[config.mk]
export PLATFORM = sky130hd
export DESIGN_NAME = exmem_pipe_reg
export DESIGN_NICKNAME = d
export VERILOG_FILES = /design/src/rtl/exmem_pipe_reg.sv
export SDC_FILE = /design/constraint.sdc
export NUM_CORES = 1
export LEC_CHECK = 0
export ABC_AREA = 1
export ABC_CLOCK_PERIOD_IN_PS = 1000
export CAP_MARGIN = 20
export CORE_ASPECT_RATIO = 1.75
export CORE_MARGIN = 2
export CORE_UTILIZATION = 38
export CTS_BUF_LIST = sky130_fd_sc_hd__clkbuf_2
export DETAILED_ROUTE_END_ITERATION = 8
export PLACE_DENSITY = 0.78
export SYNTH_ARGS = -nofsm -noshare
export SYNTH_HDL_FRONTEND = slang
export SYNTH_SLANG_ARGS = --single-unit
[constraint.sdc]
create_clock -name clk -period 1 [get_ports clk]
set_input_delay 0.2 -clock clk [delete_from_list [all_inputs] [get_ports clk]]
set_output_delay 0.2 -clock clk [all_outputs]
set_load 0.02 [all_outputs]
[src/rtl/exmem_pipe_reg.sv]
// EX/MEM pipeline register with valid/ready handshake and flush.
// Define EXMEM_SKID_EN to add a second skid entry and register ready_e.
module exmem_pipe_reg #(
  parameter int DATA_W     = 32,
  parameter int REG_ADDR_W = 5
) (
  input  logic                  clk,
  input  logic                  rst_n,
  input  logic                  flush_i,
  input  logic                  valid_e,
  output logic                  ready_e,
  input  logic                  RegWriteE,
  input  logic                  MemWriteE,
  input  logic [1:0]            ResultSrcE,
  input  logic [DATA_W-1:0]     ALUResultE,
  input  logic [DATA_W-1:0]     WriteDataE,
  input  logic [DATA_W-1:0]     PCPlus4E,
  input  logic [REG_ADDR_W-1:0] RdE,
  output logic                  valid_m,
  input  logic                  ready_m,
  output logic                  RegWriteM,
  output logic                  MemWriteM,
  output logic [1:0]            ResultSrcM,
  output logic [DATA_W-1:0]     ALUResultM,
  output logic [DATA_W-1:0]     WriteDataM,
  output logic [REG_ADDR_W-1:0] RdM,
  output logic [DATA_W-1:0]     PCPlus4M,
  output logic [1:0]            occ_o
);

  typedef struct packed {
    logic                  rw;
    logic                  mw;
    logic [1:0]            rs;
    logic [DATA_W-1:0]     alu;
    logic [DATA_W-1:0]     wd;
    logic [DATA_W-1:0]     pc;
    logic [REG_ADDR_W-1:0] rd;
  } bundle_t;

  bundle_t in_b;
  bundle_t main_q;
  logic    vld_q;

  assign in_b = '{rw: RegWriteE, mw: MemWriteE,
                  rs: ResultSrcE, alu: ALUResultE,
                  wd: WriteDataE, pc: PCPlus4E,
                  rd: RdE};

  assign valid_m    = vld_q;
  assign RegWriteM  = main_q.rw;
  assign MemWriteM  = main_q.mw;
  assign ResultSrcM = main_q.rs;
  assign ALUResultM = main_q.alu;
  assign WriteDataM = main_q.wd;
  assign RdM        = main_q.rd;
  assign PCPlus4M   = main_q.pc;

`ifdef EXMEM_SKID_EN

  bundle_t skid_q;
  logic    skid_vq;

  // skid only fills while main is held, so skid valid implies main valid
  assign ready_e = ~skid_vq;
  assign occ_o   = {skid_vq, vld_q & ~skid_vq};

  // main/skid update: skid drains first, bubbles keep data but drop control
  always_ff @(posedge clk) begin
    if (!rst_n) begin
      vld_q   <= 1'b0;
      skid_vq <= 1'b0;
      main_q  <= '0;
      skid_q  <= '0;
    end else if (flush_i) begin
      vld_q     <= 1'b0;
      skid_vq   <= 1'b0;
      main_q.rw <= 1'b0;
      main_q.mw <= 1'b0;
      main_q.rs <= '0;
      skid_q.rw <= 1'b0;
      skid_q.mw <= 1'b0;
      skid_q.rs <= '0;
    end else if (skid_vq) begin
      if (ready_m) begin
        main_q  <= skid_q;
        skid_vq <= 1'b0;
      end
    end else if (!vld_q || ready_m) begin
      vld_q <= valid_e;
      if (valid_e) begin
        main_q <= in_b;
      end else begin
        main_q.rw <= 1'b0;
        main_q.mw <= 1'b0;
        main_q.rs <= '0;
      end
    end else if (valid_e) begin
      skid_q  <= in_b;
      skid_vq <= 1'b1;
    end
  end

`else

  assign ready_e = ready_m | ~vld_q;
  assign occ_o   = {1'b0, vld_q};

  // single entry: load on accept, bubbles keep data but drop control
  always_ff @(posedge clk) begin
    if (!rst_n) begin
      vld_q  <= 1'b0;
      main_q <= '0;
    end else if (flush_i) begin
      vld_q     <= 1'b0;
      main_q.rw <= 1'b0;
      main_q.mw <= 1'b0;
      main_q.rs <= '0;
    end else if (ready_e) begin
      vld_q <= valid_e;
      if (valid_e) begin
        main_q <= in_b;
      end else begin
        main_q.rw <= 1'b0;
        main_q.mw <= 1'b0;
        main_q.rs <= '0;
      end
    end
  end

`endif

endmodule

Yosys cells after proc, flatten, opt, wreduce, memory -nomap -nowiden. Index checks and enable logic that the tools add are counted.

Bits in registers: 106. Input port bits: 110. Output and inout port bits: 109. Logic and storage cells: 15.

Muxes and demuxes: 1. Bitwise operators: 4. Reduce and logical (&&, ||, !) cells: 2.

Operators by type and width (number): $mux 4 (1); $not 1->1 (3); $reduce_and 3->1 (1); $reduce_or 2->1 (1); $or 1x1->1 (1).

Depth between registers and ports, before layout.
Depth in word-level cells: 3. Gate-level depth with buffers: 7. Mapped depth without buffers: 5.

Worst setup path after synthesis. Ideal clock, no wire load.

Path kind: register -> register. Start point: reg vld_q (netlist: valid_m). End point: reg main_q (netlist bit ALUResultM[20]). Library setup time: 0.115 ns. Arrival time: 1.174 ns. Required time: 0.885 ns. Path slack: -0.289 ns. Stages on the path, launching flop included: 6. Clock period less this slack: 1.289 ns. Cell sequence: dfxtp_1 nand2_2 buf_4 buf_2 a21oi_1 nor2_1.

Longest elaborated chain between the ends: 3.

Ends and longest elaborated chain: start: declaration (line 43) `logic vld_q;`; start signal: assignment (line 120) `vld_q <= valid_e;`; $not 1->1 (line 106) `assign ready_e = ready_m | ~vld_q;`; $or 1x1->1 (line 106); net ready_e (line 11) `output logic ready_e,`; $reduce_and 3->1 (no source line); end signal: assignment (line 122) `main_q <= in_b;`; end: declaration (line 42) `bundle_t main_q;`.

The timed path passes the listed nets, and every way through them passes these cells. A chain may end at the register's enable or synchronous reset.

Worst setup path in the final report.
Start point: reg vld_q (netlist: valid_m). End point: reg main_q (netlist bit WriteDataM[22]).

Longest elaborated chain between the ends: 3.

Ends and longest elaborated chain (line): $not 1->1 (106); $or 1x1->1 (106); $reduce_and 3->1 (no source line).

Every way passes these cells.

==> flow_results.org <==
** Floorplan
- Die Footprint :: 13,300 um^2
- The die is 151 um tall.
- The die is 87.9 um wide.
- The initial utilization of the core area, before any placement, comes to 39.0%.
- The total area inside the core boundary comes to 12,000 um^2.
- For this design the top-level I/O count stands at 219.
- The floorplan has 53 rows.

** Clocking
- The tree built by TritonCTS fans out to 106 sinks.
- The later pin in the worst-skew pair is clocked with a latency of 0.57 ns.
- The tree is rooted in a sky130_fd_sc_hd__clkbuf_2.
- TritonCTS built the clock tree.
- Maximum clock path buffer count :: 2
- The number of clock buffers added by TritonCTS is 9.
- Clock edge transition at the registers on the reported setup and hold paths :: 0.30 ns
- H-tree levels :: 3

** Critical path
- Worst-path maximum fanout :: 6
- Data required time of the worst path :: 1.54 ns
- Slowest CP cell :: sky130_fd_sc_hd__dfxtp_4
- Setup slack on the worst flop-to-flop path :: -0.48 ns
- The worst setup path is captured at a flip-flop.
- The signal on the critical path passes through nand2_8 -> buf_4 -> buf_12 -> buf_12 -> buf_16 -> nand3_2 -> nand2_1 -> nor2_2.
- The worst setup path is of the flip-flop to flip-flop kind.
- The number of buffers and inverters on the critical path is 4.
- At the worst endpoint, the arrival time is 2.02 ns.
- Broken down by cell family, the worst path's largest delay share belongs to buffers and inverters.
- In this design, the stage delay of the slowest critical-path cell is 0.46 ns.
- Worst setup SP type :: flip-flop
- Most common cell type on the critical path :: sky130_fd_sc_hd__buf_12

** Drt
- Average wire length per cell after detail routing :: 15.4 um
- The final route contains 5,479 vias.
- For this block, the initial DRC count from the detailed router was 208.
- Antenna violation net count after detailed routing :: 0
- Routed vias/inst :: 4.79
- DRC Markers :: 0
- For this block, the routed nets add up to 17,600 um of wire.
- Before antenna repair, the detailed router went through 4 iterations.

** Global routing
- The via count of the first global-routing pass is 5,049.
- The total overflow left after global routing is 0.
- Entering global routing, the biggest net connects 36 pins.
- First-pass GRT wire length :: 24,600 um
- GRT Total Usage :: 24.0%
- The number of antenna violations at the first check in global routing came to 1.

** STA
- Setup repair after global routing could not meet its margin everywhere.
- Counting I/O delays and the setup requirement, the final critical path takes 1.48 ns.
- Final setup fails :: 214
- Number of pins with negative max-slew slack in the final report :: 0
- Final hold vios :: 0
- For this run, the top clock speed supported by timing is 676 MHz.
- In the post-route analysis, the smallest setup slack over all paths is -0.480 ns.
- After layout, the worst path uses 148% of the clock period.
- Final setup TNS :: -66.96 ns
- Final hold analysis gives a worst-case slack of 0.155 ns.
- Worst-case clock skew :: 0.0302 ns

** Power and ir drop
- For this design the static power due to leakage is 4.39 nW.
- Highest ir drop seen on vdd :: 0.000642 V
- The design draws 9.70 mW.
- Areal power density over the cells :: 1060 nW/um^2

** Layout
- Of the cells placed in the final design, the portion with a size suffix greater than 1 is 45.3%.
- For this run, the post-layout net count is 1,084.
- Count of fill cells added during filler insertion :: 788
- The library cell used most frequently in the layout, excluding fill and tap cells, is sky130_fd_sc_hd__clkdlybuf4s50_1.
- Footprint of the flip-flops and latches :: 2260 um^2
- Area delta synth->final :: 95.1%
- Top library cells by usage in the layout, fill and taps aside :: sky130_fd_sc_hd__clkdlybuf4s50_1 (108), sky130_fd_sc_hd__nand2_1 (106), sky130_fd_sc_hd__buf_6 (106), sky130_fd_sc_hd__dfxtp_2 (103), sky130_fd_sc_hd__inv_1 (103)
- The multi-input combinational cells in the finished layout cover a total of 2300 um^2.
- Final cell area excluding filler cells :: 9130 um^2
- The finished layout holds 1,145 standard cells, fillers aside.

** Hold path
- Path category of the worst min-delay check :: input port to flip-flop

** Placed design
- Port Buf Inserts :: 217
- Including well taps, the total number of placed cells is 1,068.
- Once detailed placement completed, the half-perimeter wirelength came to 9960 um.
- Cell area after placement :: 7470 um^2
- Routability-driven placement finished with a final weighted congestion of 0.800.

** Outcome
- Failing checks :: setup timing
- Run status :: complete, but fails checks

** Logic synthesis
- Share of the yosys chip area belonging to registers :: 45.3%
- After synthesis the netlist holds a flip-flop and latch count of 106.
- The cell area that synthesis handed to floorplanning was 4680 um^2.
- Yosys printed 0 warnings.
- Mean post-synth cell area :: 6.78 um^2
- The number of nets in the synthesized netlist is 800.
- Count of cell types in the netlist :: 15
- Post-Syn Instances :: 690

** Flow run
- Max-cap violations in this run came to 0.
-- area by class of cell --
class	instances	area share [%]
Antenna cell	2	0.0548
Clock buffer	10	0.548
Sequential cell	106	24.8
Multi-Input combinational cell	422	25.2
Inverter	105	4.32
Clock inverter	5	0.329
Timing Repair Buffer	330	42.5
Tap cell	165	2.26
-- state kept, by name (all words and copies together), names as in the netlist --
register	count
ALUResultM	32
MemWriteM	1
PCPlus4M	32
RdM	5
RegWriteM	1
ResultSrcM	2
WriteDataM	32
valid_m	1
-- worst min-delay path, stage by stage --
cell and delay, ns:
sky130_fd_sc_hd__clkdlybuf4s50_1 0.40, sky130_fd_sc_hd__nand3_1 0.08, sky130_fd_sc_hd__a21oi_1 0.05
-- kinds of logic after synthesis --
kind of cell | share of synthesized area [%]
and+or+nand+nor | 28.3
buffers and inverters | 14.9
AOI/OAI and AO/OA | 11.3
DFF | 45.3
other | 0.0801
-- metal layers --
| metal | share of wire [%] | global-route usage [%] |
|---|---|---|
| met2 | 55 | 43.5 |
| met1 | 37 | 26.1 |
| met4 | 3.7 | 12.2 |
| met3 | 4.2 | 3.98 |
| met5 | 0 | 0 |
-- worst paths after layout --
path,from,end,cells after the start
worst max-delay path,valid_m,WriteDataM[22],8
worst min-delay path,MemWriteE,MemWriteM,3
worst max register to register,valid_m,WriteDataM[22],8
worst min register to register,MemWriteM,MemWriteM,2
-- through the flow --
stage          utilization (%)  setup slack [ns]
3_5_place_dp              62.2            -0.648
4_1_cts                   71.4            -0.453
2_1_floorplan                -           -0.0408
3_3_place_gp              62.2            -0.624
5_1_grt                   76.0            -0.518
6_report                  76.0            -0.480
-- what timing repair did --
action                                  4_1_cts  5_1_grt
hold endpoints to repair                      7        0
buffers inserted                             11       30
endpoints found under the setup margin      207      214
pin swaps                                    19       11
resized for setup                           814       51
gates cloned                                 14        5
hold buffers                                  1        0
-- cells in the mapped netlist --
cell type | count | area, um^2
sky130_fd_sc_hd__nand2_1 | 106 | 398
sky130_fd_sc_hd__inv_2 | 2 | 7.51
sky130_fd_sc_hd__buf_1 | 5 | 18.8
sky130_fd_sc_hd__buf_4 | 11 | 82.6
sky130_fd_sc_hd__buf_6 | 2 | 22.5
sky130_fd_sc_hd__nand3_1 | 105 | 526
sky130_fd_sc_hd__nand2_2 | 1 | 6.26
sky130_fd_sc_hd__nor2_4 | 1 | 11.3
sky130_fd_sc_hd__clkbuf_1 | 11 | 41.3
sky130_fd_sc_hd__nor2_1 | 102 | 383
sky130_fd_sc_hd__inv_1 | 103 | 387
sky130_fd_sc_hd__a21oi_1 | 106 | 531
sky130_fd_sc_hd__dfxtp_1 | 106 | 2120
sky130_fd_sc_hd__buf_2 | 28 | 140
sky130_fd_sc_hd__conb_1 | 1 | 3.75
-- power by group --
group          leakage [nW]  internal (mW)  switching [mW]
logic                  3.42           1.72            1.39
registers             0.913           4.57           0.226
clock network        0.0538          0.320            1.47
total                  4.39           6.61            3.09
Note: power is estimated with default switching activity, not from simulation.
